[src/rtl/pwm_capture_if.sv]
// rtl/pwm_capture_if.sv - control and result signals of the PWM capture stage
interface pwm_capture_if #(
    parameter int CNT_W = 16
);
    logic             en;
    logic             pwm_in;
    logic [CNT_W-1:0] high_cnt;
    logic [CNT_W-1:0] period_cnt;
    logic             meas_valid;
    logic             timeout;
    logic             stuck_level;

    modport master (
        output en, pwm_in,
        input  high_cnt, period_cnt, meas_valid, timeout, stuck_level
    );

    modport slave (
        input  en, pwm_in,
        output high_cnt, period_cnt, meas_valid, timeout, stuck_level
    );
endinterface

[src/rtl/pwm_capture.sv]
// rtl/pwm_capture.sv - measures PWM high time and period with stuck-line timeout
module pwm_capture #(
    parameter int CNT_W       = 16,
    parameter int SYNC_STAGES = 2
) (
    input  logic         clk,
    input  logic         rst,
    pwm_capture_if.slave bus
);
    localparam logic [CNT_W-1:0] MAXC = '1;

    localparam logic [1:0] ST_IDLE = 2'd0;
    localparam logic [1:0] ST_ARM  = 2'd1;
    localparam logic [1:0] ST_MEAS = 2'd2;

    logic [SYNC_STAGES-1:0] sync_q;
    logic                   s;
    logic                   p;
    logic                   rise;

    logic [1:0]       state;
    logic [CNT_W-1:0] hi_acc;
    logic [CNT_W-1:0] per_acc;
    logic [CNT_W-1:0] wait_cnt;

    assign s    = sync_q[SYNC_STAGES-1];
    assign rise = s & ~p;

    always_ff @(posedge clk) begin
        if (rst) begin
            sync_q <= '0;
            p      <= 1'b0;
        end else begin
            sync_q <= {sync_q[SYNC_STAGES-2:0], bus.pwm_in};
            p      <= s;
        end
    end

    always_ff @(posedge clk) begin
        if (rst) begin
            state           <= ST_IDLE;
            hi_acc          <= '0;
            per_acc         <= '0;
            wait_cnt        <= '0;
            bus.high_cnt    <= '0;
            bus.period_cnt  <= '0;
            bus.meas_valid  <= 1'b0;
            bus.timeout     <= 1'b0;
            bus.stuck_level <= 1'b0;
        end else begin
            bus.meas_valid <= 1'b0;
            if (!bus.en) begin
                state       <= ST_IDLE;
                hi_acc      <= '0;
                per_acc     <= '0;
                wait_cnt    <= '0;
                bus.timeout <= 1'b0;
            end else begin
                case (state)
                    ST_IDLE: begin
                        state    <= ST_ARM;
                        wait_cnt <= '0;
                    end
                    ST_ARM: begin
                        if (rise) begin
                            hi_acc   <= 1;
                            per_acc  <= 1;
                            wait_cnt <= '0;
                            state    <= ST_MEAS;
                        end else if (wait_cnt == MAXC) begin
                            // Capture the stuck level only once per timeout event.
                            if (!bus.timeout) begin
                                bus.timeout     <= 1'b1;
                                bus.stuck_level <= s;
                            end
                        end else begin
                            wait_cnt <= wait_cnt + 1'b1;
                        end
                    end
                    ST_MEAS: begin
                        if (rise) begin
                            bus.high_cnt   <= hi_acc;
                            bus.period_cnt <= per_acc;
                            bus.meas_valid <= 1'b1;
                            bus.timeout    <= 1'b0;
                            hi_acc         <= 1;
                            per_acc        <= 1;
                        end else if (per_acc == MAXC) begin
                            bus.timeout     <= 1'b1;
                            bus.stuck_level <= s;
                            hi_acc          <= '0;
                            per_acc         <= '0;
                            wait_cnt        <= '0;
                            state           <= ST_ARM;
                        end else begin
                            per_acc <= per_acc + 1'b1;
                            if (s && hi_acc != MAXC) begin
                                hi_acc <= hi_acc + 1'b1;
                            end
                        end
                    end
                    default: begin
                        state <= ST_IDLE;
                    end
                endcase
            end
        end
    end
endmodule

[src/flat_wrapper.sv]
// flat-port wrapper written by rule: the top's interface ports become plain ports
module pwm_capture_flat 
#(
    parameter int CNT_W       = 16,
    parameter int SYNC_STAGES = 2
)
  (clk, rst, bus_en, bus_pwm_in, bus_high_cnt, bus_period_cnt, bus_meas_valid, bus_timeout, bus_stuck_level);
  pwm_capture_if #(.CNT_W(CNT_W)) bus_i ();
  input  logic clk;
  input  logic rst;
  input wire logic [$bits(bus_i.en)-1:0] bus_en;
  input wire logic [$bits(bus_i.pwm_in)-1:0] bus_pwm_in;
  output wire logic [$bits(bus_i.high_cnt)-1:0] bus_high_cnt;
  output wire logic [$bits(bus_i.period_cnt)-1:0] bus_period_cnt;
  output wire logic [$bits(bus_i.meas_valid)-1:0] bus_meas_valid;
  output wire logic [$bits(bus_i.timeout)-1:0] bus_timeout;
  output wire logic [$bits(bus_i.stuck_level)-1:0] bus_stuck_level;
  assign bus_i.en = bus_en;
  assign bus_i.pwm_in = bus_pwm_in;
  assign bus_high_cnt = bus_i.high_cnt;
  assign bus_period_cnt = bus_i.period_cnt;
  assign bus_meas_valid = bus_i.meas_valid;
  assign bus_timeout = bus_i.timeout;
  assign bus_stuck_level = bus_i.stuck_level;
  pwm_capture #(.CNT_W(CNT_W), .SYNC_STAGES(SYNC_STAGES)) u_core (.clk(clk), .rst(rst), .bus(bus_i));
endmodule
[config.mk]
export PLATFORM = sky130hd
export DESIGN_NAME = pwm_capture_flat
export DESIGN_NICKNAME = d
export VERILOG_FILES = /design/src/rtl/pwm_capture_if.sv /design/src/rtl/pwm_capture.sv /design/src/flat_wrapper.sv
export SDC_FILE = /design/constraint.sdc
export NUM_CORES = 1
export LEC_CHECK = 0
export BUFFER_PORTS_ARGS = -buffer_cell sky130_fd_sc_hd__buf_4
export CAP_MARGIN = 20
export CELL_PAD_IN_SITES_DETAIL_PLACEMENT = 1
export CELL_PAD_IN_SITES_GLOBAL_PLACEMENT = 1
export CORE_ASPECT_RATIO = 0.9
export CORE_MARGIN = 1.5
export CORE_UTILIZATION = 35
export CTS_BUF_LIST = sky130_fd_sc_hd__clkbuf_4 sky130_fd_sc_hd__clkbuf_8 sky130_fd_sc_hd__clkbuf_16
export DETAILED_ROUTE_END_ITERATION = 12
export HOLD_SLACK_MARGIN = 0.06
export PLACE_DENSITY_LB_ADDON = 0.1
export SLEW_MARGIN = 10
export SYNTH_ARGS = -nofsm -noshare
export SYNTH_HDL_FRONTEND = slang
export SYNTH_SLANG_ARGS = --single-unit
[constraint.sdc]
create_clock -name clk -period 3.9 [get_ports clk]
set_input_delay 1.17 -clock clk [delete_from_list [all_inputs] [get_ports clk]]
set_output_delay 1.17 -clock clk [all_outputs]
set_load 0.02 [all_outputs]
Word-level counts from Yosys, hierarchy flattened. Index checks and enable logic that the tools add are counted.

Add/sub/neg operators: 3. $mul: 0. Divide/modulo/power cells: 0. $lt $le $gt $ge: 0. Equal/unequal tests: 14. Shifts and indexed selects: 0. Mux-type cells: 29. Bitwise logic cells: 4. Reduce and logical (&&, ||, !) cells: 13.

Operators with widths (number): $mux W16 (10); $pmux W16 S2 (2); $add A16 B1 Y16 const B (3); $pmux W16 S3 (1); $eq A16 B16 Y1 const B (2); $ne A16 B16 Y1 const B (1); $mux W1 (10); $reduce_and A3 Y1 (3); $reduce_and A4 Y1 (2); $reduce_and A7 Y1 (1); $mux W2 (3); $ne A2 B1 Y1 const B (3); $ne A2 B2 Y1 const B (3); $pmux W2 S3 (1); $ne A4 B1 Y1 const B (1); $pmux W1 S2 (2); $ne A3 B1 Y1 const B (1); $ne A3 B2 Y1 const B (1); $not A1 Y1 (3); $reduce_bool A3 Y1 (1); $reduce_or A3 Y1 (1); $eq A2 B1 Y1 const B (1); $eq A2 B2 Y1 const B (1); $logic_not A2 Y1 (1); 5 further kinds (5).

Bits in registers: 88. Bits in latches: 0. RAM bits: 0. Bits in read-only memories: 0. Input port bits: 4. Output and inout port bits: 35. Logic and storage cells: 74. Memories: 0.

Longest topological paths before layout.
Word-level depth: 6. Gate-level depth with buffers: 9. Depth with buffers taken out: 7.

Worst setup path after synthesis. No wires, ideal clock.

Path kind: input to register. Start point: input port rst. End point: register u_core.hi_acc[15]. Setup time: 72 ps. Arrival time: 2453 ps. Data required time: 3828 ps. Path slack: 1375 ps. Stages on the path: 5. Buffers on the path: 1. Path through: nand2b_1 -> clkbuf_1 -> nor3_2 -> or4b_1 -> mux2i_1.

Word-level cells in the longest chain between the ends: 1.

RTL lines: from (decl) (RTL line flat_wrapper.sv:10) `input logic rst;`; $reduce_or A2 Y1 (no source line); to (signal assigned) (RTL line pwm_capture.sv:98) `hi_acc <= hi_acc + 1'b1;`; to (decl) (RTL line pwm_capture.sv:22) `logic [CNT_W-1:0] hi_acc;`.

Every way passes these cells. A chain may end at the register's enable or synchronous reset.

Final worst setup path.
Start point: input port rst. End point: register u_core.hi_acc[5].

The elaborated chain is that of the path after synthesis.

==> flow_metrics.tcl <==
set metrics [dict create \
    outcome "completed" \
    p_leak_nw 1.701 \
    finalSetupViolations 0 \
    cp.arrival_ps 2920 \
    synth_nets 524 \
    hold_viol_final 0 \
    netSwitchingPower_mw 0.4265 \
    internal-power_mw 1.358 \
    start_kind "input pin" \
    cts_tree "yes" \
    crit_type "in -> reg" \
    synth_cell_types 57 \
    diodes 0 \
    ir_drop_mv 0.4011 \
    grt_use_total_pct 19.02 \
    critPathRequiredTime_ps 4140 \
    drt_iter0_markers 179 \
    slew_headroom_pct 38.78 \
    yosysWarningCount 0 \
    synthToLayoutAreaGrowth_pct 15.38 \
    core_um2 11570 \
    finalClockSkew_ps 5.942 \
    netlist_area_um2 4207 \
    fin_hold_ws_ps 438.6 \
    clkSinkCount 88 \
    max_freq_mhz 372.6 \
    wirelength_um 11440 \
    ys_ff_latch 88 \
    netSwitchingFraction_pct 23.90 \
    final_cells 698 \
    fp.dieW_um 118.6 \
    avgSynthCellArea_um2 8.200 \
    dr.pass1.iters 4 \
    portBuffers 38 \
    p_per_area_nw_per_um2 367.7 \
    cp_top_family "simple AND/OR/NAND/NOR gates" \
    grt_pass1_vias 3704 \
    cts_setup_buffers 0 \
    synth_ff_type "dfxtp_1" \
    root_buffer "clkbuf_16" \
    worst_pin_slew_ps 912.7 \
    start_util_pct 36.35 \
    clk_pin_slew_ps 60 \
    netlist_instances 513 \
    critPathMaxFanout 38 \
    critPathSlowestCell "nor3_2" \
    grt_max_degree 39 \
    synth-edff-count 0 \
    detail_route.wl_per_cell_um 16.38 \
    viasPerCell 5.514 \
    seq_power_share_pct 50.8 \
    slowest_delay_ps 560 \
    cts_resized 0 \
    cts_buffer_depth 2 \
    crit_path_end_kind "flip-flop" \
    synth_area_leaders "dfxtp_1 42%, nand2_1 8.3%, a21oi_1 5.0%" \
    tns_ps 0 \
    period_minus_slack_ps 2684 \
    dp.final_hpwl_um 7761 \
    dpl.cell_count 681 \
    max_cap_viol_count 0 \
    vias 3849 \
    path_cells "buf_4, nand2b_1, nor3_2, nand2_1, o41ai_1" \
    ctsHoldBuffers 0 \
    gp_congestion 0.8062 \
    cts.htree.levels 3 \
    rows 37 \
    die_area_um2 12690 \
    die_h_um 107.0 \
    power_mw 1.784 \
    synth_top_area_share_pct 41.88 \
    finalMaxSlewViolations 0 \
    grt_pass1_wl_um 19220 \
    io_pins 39 \
    rsz0062_at_grt "false" \
    layout-drive-gt1-share_pct 13.84 \
    clockPowerShare_pct 45.3 \
    yosysSeqAreaShare_pct 41.88 \
    period_share_pct 68.81 \
    drcViolationCount 0 \
    clk_latency_ps 350 \
    final_cell_mix "93 x nand2_1, 88 x dfxtp_1, 45 x buf_4" \
    critical_path_buf_inv_count 1 \
    grt_overflow_total 0 \
    p_comb_share_pct 4.0 \
    hp-class "reg -> reg" \
    nets 548 \
    numCtsBuffers 9 \
    synthArstFlopShare_pct 0 \
    antenna_found_initial 0 \
    final_antenna_net_count 0 \
    synth_top_area_cell "dfxtp_1" \
    layout.cells.most_common "nand2_1" \
    final_util_pct 41.94 \
]
[worst reg2reg max path, cell delays in order (launching register included)]
cell,delay [ps]
dfxtp_1,460
nand2b_1,310
and2_1,460
a41oi_2,800
o211ai_1,210
a32o_1,310
[through the flow]
stage,cell area [um2],setup WS (ps)
2_1_floorplan,4207,1375
3_3_place_gp,4577,971.5
3_5_place_dp,4577,865.9
4_1_cts,4846,1230
5_1_grt,4853,963.5
6_report,4853,1216
[metal layers]
metal	global-route usage (%)	wire length, um
met5	0	0
met2	29.90	5219
met4	4.905	125
met1	25.73	5655
met3	5.372	435
[state kept, by name (all words and copies together) (netlist names), 2 cells and up]
| name | count |
|---|---|
| u_core.bus.high_cnt | 16 |
| u_core.bus.period_cnt | 16 |
| u_core.hi_acc | 16 |
| u_core.per_acc | 16 |
| u_core.wait_cnt | 16 |
| u_core.state | 2 |
| u_core.sync_q | 2 |
[final cells by class]
class                      count  area, um2
fill                        1392       6720
multi-input combinational    384       2256
sequential                    88       1762
timing repair buffer          45      337.8
clock buffer                  10      232.7
tap                          156      195.2
clock inverter                 6      36.28
inverter                       9      33.78
[Yosys cell counts, types with 3 or more instances]
library cell and count:
a32o_1 12, dfxtp_1 88, nor2b_1 7, ha_1 7, clkbuf_1 23, buf_6 3, o21ai_0 8, and4_1 4
and2_1 4, nand2_1 93, inv_1 9, nand4_2 3, and3_1 8, o31ai_1 3, xnor2_1 9, a21oi_1 42
buf_2 4, nor3_1 20, o41ai_1 7, xor2_1 5, o211ai_1 4, o21ai_1 11, nand2b_1 4, nor4_1 16
nor2_1 30, nor3b_1 5, nand3_1 30, nand4_1 15
[final timing paths]
kind,start,to,slack [ps],cells after the start
worst max-delay path,rst,u_core.hi_acc[5],1220,5
worst min-delay path,u_core.sync_q[0],u_core.sync_q[1],440,1
worst max register to register,u_core.sync_q[1],u_core.wait_cnt[3],1240,5
worst min register to register,u_core.sync_q[0],u_core.sync_q[1],440,1
[logic make-up (layout without fill, tap and decap cells)]
kind of cell / after synthesis / in the layout / synth area share (%)
xor gates and xnor gates: 14 / 14 / 2.915
AOI/OAI and AO/OA: 107 / 107 / 17.10
adders and majority gates: 7 / 7 / 2.082
DFF: 88 / 88 / 41.88
buffers and inverters: 41 / 70 / 4.491
and+or+nand+nor: 253 / 253 / 30.79
muxes: 3 / 3 / 0.7436
[power by group through the flow]
stage          Sequential [mW]  Clock [mW]  Combinational (mW)
2_1_floorplan            0.925           0              0.0524
3_3_place_gp             0.926           0              0.0682
3_5_place_dp             0.926           0              0.0705
4_1_cts                  0.905       0.841              0.0711
5_1_grt                  0.906       0.874              0.0791
6_report                 0.906       0.808              0.0711
Power figures use the tool's default switching activity.
